<file path="src/rtl/dmem_sram_bridge_pkg.sv">
// Shared memory-access codes and data-side bridge state encodings.
// The instruction-side bridge reuses dm_state_t.
package dmem_sram_bridge_pkg;

    localparam logic [1:0] MEM_BYTE     = 2'b00;
    localparam logic [1:0] MEM_HALFWORD = 2'b01;
    localparam logic [1:0] MEM_WORD     = 2'b10;

    localparam logic [1:0] SIZE_BYTE = 2'd0;
    localparam logic [1:0] SIZE_HALF = 2'd1;
    localparam logic [1:0] SIZE_WORD = 2'd2;

    typedef enum logic [1:0] {
        DM_IDLE = 2'd0,
        DM_ADDR = 2'd1,
        DM_DATA = 2'd2,
        DM_DONE = 2'd3
    } dm_state_t;

    function automatic logic mem_code_ok(input logic [1:0] membyte);
        return (membyte == MEM_BYTE) || (membyte == MEM_HALFWORD) || (membyte == MEM_WORD);
    endfunction

    // Unknown size codes fall back to a word access.
    function automatic logic [1:0] mem_to_size(input logic [1:0] membyte);
        case (membyte)
            MEM_BYTE:     return SIZE_BYTE;
            MEM_HALFWORD: return SIZE_HALF;
            default:      return SIZE_WORD;
        endcase
    endfunction

endpackage

</file>
<file path="src/rtl/dmem_sram_bridge_if.sv">
// SRAM-like data bus: one request phase (req/addr_ok), one data phase (data_ok).
interface dmem_sram_bridge_if #(
    parameter int ADDR_W = 32
) ();

    logic              data_req;
    logic              data_wr;
    logic [1:0]        data_size;
    logic [ADDR_W-1:0] data_addr;
    logic [31:0]       data_wdata;
    logic              data_addr_ok;
    logic              data_data_ok;
    logic [31:0]       data_rdata;

    modport master (
        output data_req, data_wr, data_size, data_addr, data_wdata,
        input  data_addr_ok, data_data_ok, data_rdata
    );

    modport slave (
        input  data_req, data_wr, data_size, data_addr, data_wdata,
        output data_addr_ok, data_data_ok, data_rdata
    );

endinterface

</file>
<file path="src/rtl/dmem_sram_bridge.sv">
// Memory-stage bridge from mem_ctrl to an SRAM-like bus: one transaction per
// memory instruction, stall while outstanding, result held until the pipe advances.
//
// state   | meaning
// DM_IDLE | no transaction; accepts a new memenM
// DM_ADDR | data_req high, waiting for addr_ok
// DM_DATA | waiting for data_ok
// DM_DONE | result held while the pipeline is stalled elsewhere
module dmem_sram_bridge
    import dmem_sram_bridge_pkg::*;
#(
    parameter int ADDR_W = 32
) (
    input  logic              clk,
    input  logic              resetn,
    input  logic              memenM,
    input  logic [3:0]        memwenM,
    input  logic [1:0]        membyteM,
    input  logic [ADDR_W-1:0] addrM,
    input  logic [31:0]       realwdataM,
    input  logic              flushM,
    input  logic              stallallM,
    output logic [31:0]       readdataM,
    output logic              d_stall,
    dmem_sram_bridge_if.master bus
);

    dm_state_t         state;
    logic              req_r;
    logic              wr_r;
    logic [1:0]        size_r;
    logic [ADDR_W-1:0] addr_r;
    logic [31:0]       wdata_r;
    logic [31:0]       rdata_r;
    logic              cancel_r;

    always_ff @(posedge clk or negedge resetn) begin
        if (!resetn) begin
            state    <= DM_IDLE;
            req_r    <= 1'b0;
            wr_r     <= 1'b0;
            size_r   <= '0;
            addr_r   <= '0;
            wdata_r  <= '0;
            rdata_r  <= '0;
            cancel_r <= 1'b0;
        end else begin
            case (state)
                DM_IDLE: begin
                    if (memenM && !flushM) begin
                        wr_r     <= (|memwenM) && mem_code_ok(membyteM);
                        size_r   <= mem_to_size(membyteM);
                        addr_r   <= addrM;
                        wdata_r  <= realwdataM;
                        req_r    <= 1'b1;
                        cancel_r <= 1'b0;
                        state    <= DM_ADDR;
                    end
                end
                DM_ADDR: begin
                    if (flushM)
                        cancel_r <= 1'b1;
                    if (bus.data_addr_ok) begin
                        req_r <= 1'b0;
                        state <= DM_DATA;
                    end
                end
                DM_DATA: begin
                    if (bus.data_data_ok) begin
                        rdata_r  <= bus.data_rdata;
                        cancel_r <= 1'b0;
                        // A cancelled instruction never waits in DONE for a pipe that dropped it.
                        state    <= (stallallM && !cancel_r && !flushM) ? DM_DONE : DM_IDLE;
                    end else if (flushM) begin
                        cancel_r <= 1'b1;
                    end
                end
                DM_DONE: begin
                    if (!stallallM)
                        state <= DM_IDLE;
                end
                default: state <= DM_IDLE;
            endcase
        end
    end

    assign bus.data_req   = req_r;
    assign bus.data_wr    = wr_r;
    assign bus.data_size  = size_r;
    assign bus.data_addr  = addr_r;
    assign bus.data_wdata = wdata_r;

    assign d_stall = ((state == DM_IDLE) && memenM && !flushM) ||
                     (state == DM_ADDR) ||
                     ((state == DM_DATA) && !bus.data_data_ok);

    assign readdataM = ((state == DM_DATA) && bus.data_data_ok) ? bus.data_rdata : rdata_r;

endmodule

</file>
<file path="src/flat_wrapper.sv">
// flat-port wrapper written by rule: the top's interface ports become plain ports
module dmem_sram_bridge_flat import dmem_sram_bridge_pkg::*;
#(
    parameter int ADDR_W = 32
)
  (clk, resetn, memenM, memwenM, membyteM, addrM, realwdataM, flushM, stallallM, readdataM, d_stall, bus_data_req, bus_data_wr, bus_data_size, bus_data_addr, bus_data_wdata, bus_data_addr_ok, bus_data_data_ok, bus_data_rdata);
  dmem_sram_bridge_if #(.ADDR_W(ADDR_W)) bus_i ();
  input  logic clk;
  input  logic resetn;
  input  logic memenM;
  input  logic [3:0] memwenM;
  input  logic [1:0] membyteM;
  input  logic [ADDR_W-1:0] addrM;
  input  logic [31:0] realwdataM;
  input  logic flushM;
  input  logic stallallM;
  output logic [31:0] readdataM;
  output logic d_stall;
  output wire logic [$bits(bus_i.data_req)-1:0] bus_data_req;
  output wire logic [$bits(bus_i.data_wr)-1:0] bus_data_wr;
  output wire logic [$bits(bus_i.data_size)-1:0] bus_data_size;
  output wire logic [$bits(bus_i.data_addr)-1:0] bus_data_addr;
  output wire logic [$bits(bus_i.data_wdata)-1:0] bus_data_wdata;
  input wire logic [$bits(bus_i.data_addr_ok)-1:0] bus_data_addr_ok;
  input wire logic [$bits(bus_i.data_data_ok)-1:0] bus_data_data_ok;
  input wire logic [$bits(bus_i.data_rdata)-1:0] bus_data_rdata;
  assign bus_data_req = bus_i.data_req;
  assign bus_data_wr = bus_i.data_wr;
  assign bus_data_size = bus_i.data_size;
  assign bus_data_addr = bus_i.data_addr;
  assign bus_data_wdata = bus_i.data_wdata;
  assign bus_i.data_addr_ok = bus_data_addr_ok;
  assign bus_i.data_data_ok = bus_data_data_ok;
  assign bus_i.data_rdata = bus_data_rdata;
  dmem_sram_bridge #(.ADDR_W(ADDR_W)) u_core (.clk(clk), .resetn(resetn), .memenM(memenM), .memwenM(memwenM), .membyteM(membyteM), .addrM(addrM), .realwdataM(realwdataM), .flushM(flushM), .stallallM(stallallM), .readdataM(readdataM), .d_stall(d_stall), .bus(bus_i));
endmodule
</file>
<file path="config.mk">
export PLATFORM = sky130hd
export DESIGN_NAME = dmem_sram_bridge_flat
export DESIGN_NICKNAME = d
export VERILOG_FILES = /design/src/rtl/dmem_sram_bridge_pkg.sv /design/src/rtl/dmem_sram_bridge_if.sv /design/src/rtl/dmem_sram_bridge.sv /design/src/flat_wrapper.sv
export SDC_FILE = /design/constraint.sdc
export NUM_CORES = 1
export LEC_CHECK = 0
export BUFFER_PORTS_ARGS = -buffer_cell sky130_fd_sc_hd__clkbuf_2
export CORE_AREA = 2 2 111 113
export DETAILED_ROUTE_END_ITERATION = 10
export DIE_AREA = 0 0 113 115
export PLACE_DENSITY = 0.71
export SLEW_MARGIN = 15
export SYNTH_ARGS = -nofsm -noshare
export SYNTH_HDL_FRONTEND = slang
export SYNTH_SLANG_ARGS = --single-unit
</file>
<file path="constraint.sdc">
create_clock -name clk -period 2.19 [get_ports clk]
set_input_delay 0.438 -clock clk [delete_from_list [all_inputs] [get_ports clk]]
set_output_delay 0.438 -clock clk [all_outputs]
set_load 0.02 [all_outputs]
</file>
==> results of run 1 <==
-- layout make-up --
class	instances	area share (%)
Clock inverter	6	0.5920
Inverter	3	0.1837
Clock buffer	10	3.735
Sequential cell	103	42.07
Tap cell	147	3.001
Timing Repair Buffer	225	25.29
Multi-Input combinational cell	134	25.13
-- metrics by stage --
step,hold slack (ps),setup WS [ps]
6_report,25.73,-11.89
5_1_grt,47.36,-65.32
4_1_cts,22.41,-62.41
3_5_place_dp,400.8,153.6
3_3_place_gp,392.0,204.6
2_1_floorplan,142.4,322.3
-- cell usage after synthesis --
cell type / instances / area (um2)
a21oi_1: 3 / 15.01
nand2_1: 6 / 22.52
inv_1: 3 / 11.26
nand2b_4: 1 / 13.76
mux2_2: 91 / 1025
mux2i_1: 2 / 20.02
nand3b_2: 1 / 11.26
o21ai_0: 5 / 25.02
nor4bb_1: 1 / 10.01
nor2_1: 2 / 7.510
o41ai_1: 1 / 8.760
dfrtp_1: 103 / 2577
nand2b_1: 1 / 6.260
nor2b_1: 2 / 12.51
ha_1: 7 / 87.58
a2111oi_4: 1 / 27.53
buf_4: 1 / 7.510
a21o_1: 1 / 7.510
o211ai_1: 1 / 7.510
and2_1: 1 / 6.260
mux2_1: 6 / 67.56
nor3b_1: 1 / 7.510
buf_2: 10 / 50.05
-- worst max-delay path, delay by kind of cell, from the launching register on --
kind,cells,cell delay (ps)
buf+inv,3,420
mux,1,320
fa+ha+maj,1,180
simple gates,1,60
flops,1,450
-- power groups by stage --
stage | combinational, mW | clock (mW) | sequential (mW)
2_1_floorplan | 1.93 | 0 | 4.04
3_3_place_gp | 4.05 | 0 | 3.26
3_5_place_dp | 4.14 | 0 | 3.32
4_1_cts | 4.90 | 1.51 | 3.29
5_1_grt | 5.64 | 1.60 | 3.41
6_report | 5.31 | 1.45 | 3.29
-- what timing repair did --
action,4_1_cts,5_1_grt
hold buffers,0,0
pin swaps,1,2
resized for setup,64,73
endpoints found under the setup margin,33,33
cloned,3,0
setup buffers,8,0
-- logic make-up after synthesis --
group	after synthesis	share of synthesized area [%]
buffers and inverters	14	1.706
AND/OR/NAND/NOR	16	2.419
flip-flops	103	63.88
AO/OA/AOI/OAI	12	2.264
adder cells (fa/ha/maj)	7	2.170
multiplexers	99	27.57
-- state kept, by name, indices dropped and copies added, names as in the netlist --
register and cells:
u_core.bus.data_req 1, u_core.bus.data_addr 32, u_core.rdata_r 32, u_core.cancel_r 1
u_core.bus.data_size 2, u_core.state 2, u_core.bus.data_wdata 32, u_core.bus.data_wr 1
-- routing by layer --
layer | vias to the layer above | part of all wire (%)
li1 | 1333 | -
met1 | 1422 | 38
met2 | 139 | 51
met3 | 14 | 9.3
met4 | 0 | 2.3
met5 | - | 0
-- worst min-delay path by stage --
stage            from                        to  cells past startpoint  slack [ps]
5_1_grt        resetn  u_core.bus.data_wdata[6]                      1          50
6_report       resetn  u_core.bus.data_wdata[6]                      1          30
3_5_place_dp   resetn  u_core.bus.data_wdata[6]                      1         400
4_1_cts        resetn  u_core.bus.data_wdata[6]                      1          20
3_3_place_gp   resetn   u_core.bus.data_size[0]                      1         390
2_1_floorplan  resetn   u_core.bus.data_addr[0]                      0         140
==> results_dict.tcl, run 1 <==
set metrics [dict create \
    endpoint_kind "output pin" \
    slew_headroom_pct 72.40 \
    synth_area_per_cell_um2 16.08 \
    worst_pin_slew_ps 414.1 \
    rows 40 \
    hold_path.class "primary input to asynchronous set/reset pin" \
    worst_ep_required_time_ps 1750 \
    postRouteWirelength_mm 9.634 \
    hold_viol 0 \
    intPower_mw 6.288 \
    drv_cap 0 \
    post_synth_num_cell_types 23 \
    critPathSlowestCell "dfrtp_2" \
    dieArea_mm2 0.01300 \
    dieHeight_um 115 \
    start_util_pct 34.16 \
    finClkSkew_ps 4.628 \
    grt_pass1_wl_mm 14.53 \
    root_buffer "clkbuf_16" \
    power_density_mw_per_mm2 1640 \
    num-fill-cells 1020 \
    combPwrFrac_pct 52.8 \
    yosysSeqAreaShare_pct 63.88 \
    grt_antenna_before_repair 0 \
    track_usage_pct 14.35 \
    worst-setup-path-type "flip-flop to output pin" \
    avgRoutedWirePerCell_um 15.34 \
    rr_endpoint "u_core.bus.data_wdata[23]" \
    syn_to_final_growth_pct 51.91 \
    n_antenna_cell 0 \
    grt_use_met3_pct 4.533 \
    register_area_mm2 0.002579 \
    worst_setup_path_start_kind "flip-flop" \
    postSynthCellCount 251 \
    cts_sinks 103 \
    yosysWarningCount 0 \
    ant_nets 0 \
    fin_util_pct 51.90 \
    layout_common_cells "clkbuf_2, dfrtp_1, mux2_2" \
    use_met1_pct 16.59 \
    period_needed_ps 2202 \
    status "complete, but fails checks" \
    grt_pass1_vias 2979 \
    multi_input_area_mm2 0.001540 \
    p_clk_share_pct 14.4 \
    nNetsFinal 592 \
    switchingPower_mw 3.765 \
    via_per_inst 4.631 \
    ir_drop_uv 834.6 \
    htree_levels 3 \
    clkLatencyLatePin_ps 340 \
    timing.rr.start "u_core.state[0]" \
    ys_seq_elements 103 \
    maxSlewViolCount 0 \
    fin_crit_sh_pct 100.5 \
    reg2reg_slack_ps 430 \
    routabilityCongestion 0.7646 \
    power.total_mw 10.05 \
    grt_max_degree 59 \
    critical_path.max_stage_delay_ps 450 \
    cellLeakagePower_nw 3.190 \
    worstSetupStartpoint "u_core.state[1]" \
    grt-busiest-layer "met2" \
    first_pass_iters 7 \
    setup_viol 7 \
    drc 18 \
    syn_area_mm2 0.004035 \
    r2r_cells 6 \
    final_common_cell "clkbuf_2" \
    place_inst 601 \
    clk_pin_slew_ps 70 \
    coreArea_mm2 0.01181 \
    grt_use_met2_pct 24.35 \
    drive_gt1_share_pct 70.48 \
    port_buffers 209 \
    violations "DRC, setup timing" \
    cp_max_fo 8 \
    setup-tns-final_ps -35.73 \
    cts_buffer_depth 2 \
    numCtsBuffers 9 \
    drtIter0Drc 126 \
    grt-ovfl-total 0 \
    fin_cells 628 \
    finalWorstSetupSlack_ps -11.89 \
    tritoncts "yes" \
    pin_count 210 \
    dr_total_vias 2908 \
    final_area_mm2 0.006130 \
    cp_cell_sequence "ha_4 -> nand2_4 -> buf_12 -> buf_16 -> mux2_4 -> buf_6" \
    seq_power_share_pct 32.8 \
    dp_hpwl_mm 6.501 \
    rsz0062_at_grt "true" \
    worstPathArrival_ps 1760 \
    synth_nets 367 \
    die_w_um 113 \
    crit_end "readdataM[9]" \
    fmax_mhz 454.2 \
    sw_frac_of_total_pct 37.45 \
    dpl_cell_area_mm2 0.005294 \
]
Note: power is estimated with default switching activity, not from simulation.
==> run 2, diff against run 1 <==
--- a/config.mk
+++ b/config.mk
@@ -5,6 +5,7 @@
 export SDC_FILE = /design/constraint.sdc
 export NUM_CORES = 1
 export LEC_CHECK = 0
+export ABC_CLOCK_PERIOD_IN_PS = 2500
 export BUFFER_PORTS_ARGS = -buffer_cell sky130_fd_sc_hd__clkbuf_2
 export CORE_AREA = 2 2 111 113
 export DETAILED_ROUTE_END_ITERATION = 10
==> constraint.sdc (replaced) <==
create_clock -name clk -period 2.5 [get_ports clk]
set_input_delay 0.5 -clock clk [delete_from_list [all_inputs] [get_ports clk]]
set_output_delay 0.5 -clock clk [all_outputs]
set_load 0.02 [all_outputs]
==> results_dict.tcl, run 2 (synthesized netlist as in run 1, its figures left out) <==
set metrics [dict create \
    grt-ovfl-total 0 \
    syn_to_final_growth_pct 38.98 \
    track_usage_pct 12.80 \
    worst_ep_required_time_ps 2000 \
    drv_cap 0 \
    num-fill-cells 1064 \
    grt_max_degree 54 \
    tritoncts "yes" \
    grt_pass1_wl_mm 13.23 \
    period_needed_ps 2401 \
    place_inst 600 \
    via_per_inst 4.525 \
    pre_cts_slack_ps 382.0 \
    fin_crit_sh_pct 96.03 \
    grt_antenna_before_repair 0 \
    layout_common_cells "clkbuf_2, dfrtp_1, mux2_2" \
    status "complete, but fails checks" \
    cp_max_fo 16 \
    postRouteWirelength_mm 8.411 \
    drive_gt1_share_pct 69.28 \
    cts_sinks 103 \
    dieHeight_um 115 \
    ir_drop_uv 640.1 \
    worstPathArrival_ps 1900 \
    multi_input_area_mm2 0.001403 \
    worst_pin_slew_ps 543.3 \
    clk_pin_slew_ps 70 \
    worst_setup_path_start_kind "flip-flop" \
    routabilityCongestion 0.7539 \
    drc 18 \
    nNetsFinal 583 \
    avgRoutedWirePerCell_um 13.59 \
    power.total_mw 7.771 \
    setup-tns-final_ps 0 \
    dr_total_vias 2801 \
    hold_viol 0 \
    dp_hpwl_mm 6.369 \
    maxSlewViolCount 0 \
    worst-setup-path-type "flip-flop to output pin" \
    fin_cells 619 \
    register_area_mm2 0.002577 \
    port_buffers 209 \
    root_buffer "clkbuf_16" \
    ant_nets 0 \
    setup_viol 0 \
    worstSetupStartpoint "u_core.state[0]" \
    finalWorstSetupSlack_ps 99.18 \
    htree_levels 3 \
    cts_buffer_depth 2 \
    rows 40 \
    rsz0062_at_grt "false" \
    hold_path.class "primary input to asynchronous set/reset pin" \
    endpoint_kind "output pin" \
    first_pass_iters 7 \
    cellLeakagePower_nw 2.874 \
    final_common_cell "clkbuf_2" \
    numCtsBuffers 9 \
    start_util_pct 34.16 \
    slew_headroom_pct 63.78 \
    grt_pass1_vias 2865 \
    n_antenna_cell 0 \
    clkLatencyLatePin_ps 340 \
    coreArea_mm2 0.01181 \
    drtIter0Drc 138 \
    violations "DRC" \
    finClkSkew_ps 6.054 \
    fmax_mhz 416.5 \
    die_w_um 113 \
    timing.rr.start "u_core.state[1]" \
    postCtsHoldBufs 0 \
    fin_util_pct 47.48 \
    dieArea_mm2 0.01300 \
    power_density_mw_per_mm2 1386 \
    pin_count 210 \
]
-- run 2: repair_timing --
item	CTS	global route
hold endpoints to repair	0	0
setup endpoints to repair	0	33
buffers inserted	0	2
gates resized for setup	0	2
-- run 2: through the flow --
step / hold slack (ps) / cell area [um2]
after floorplan: 204.4 / 4035
after global placement: 468.0 / 5286
after detailed placement: 470.8 / 5286
after CTS: 147.1 / 5563
after global routing: 180.0 / 5608
final: 140.6 / 5608
-- run 2: critical path, stage by stage (launching register included) --
cell,delay (ps)
dfrtp_1,380
inv_1,120
ha_1,220
nand2_2,120
clkbuf_16,200
mux2_2,350
clkbuf_2,160
-- run 2: power breakdown --
part / switching, mW / total, mW / internal (mW)
Clock: 0.590 / 1.29 / 0.700
Combinational: 2.09 / 3.62 / 1.53
Sequential: 0.353 / 2.86 / 2.51
-- run 2: path summary, 6_finish.rpt --
check | end | slack, ps | depth (start not counted)
max | readdataM[28] | 100 | 6
min | u_core.bus.data_wdata[0] | 140 | 1
max reg2reg | u_core.bus.data_wdata[13] | 570 | 5
min reg2reg | u_core.bus.data_size[0] | 480 | 2
max in group asynchronous | u_core.bus.data_wdata[26] | 1690 | 2
min in group clk | u_core.bus.data_wdata[16] | 370 | 2
-- run 2: metal layers --
metal | vias up | global-route usage (%) | wire length (um)
li1 | 1305 | - | -
met1 | 1341 | 14.52 | 3235
met2 | 143 | 21.76 | 4161
met3 | 12 | 4.323 | 847
met4 | 0 | 6.341 | 167
met5 | - | 0 | 0
-- run 2: layout make-up --
cell class                      count  area share (%)
Clock buffer                       11           4.328
Sequential cell                   103           45.96
Clock inverter                      5          0.6024
Multi-Input combinational cell    134           25.01
Timing Repair Buffer              216           20.62
Inverter                            3          0.2008
Tap cell                          147           3.280
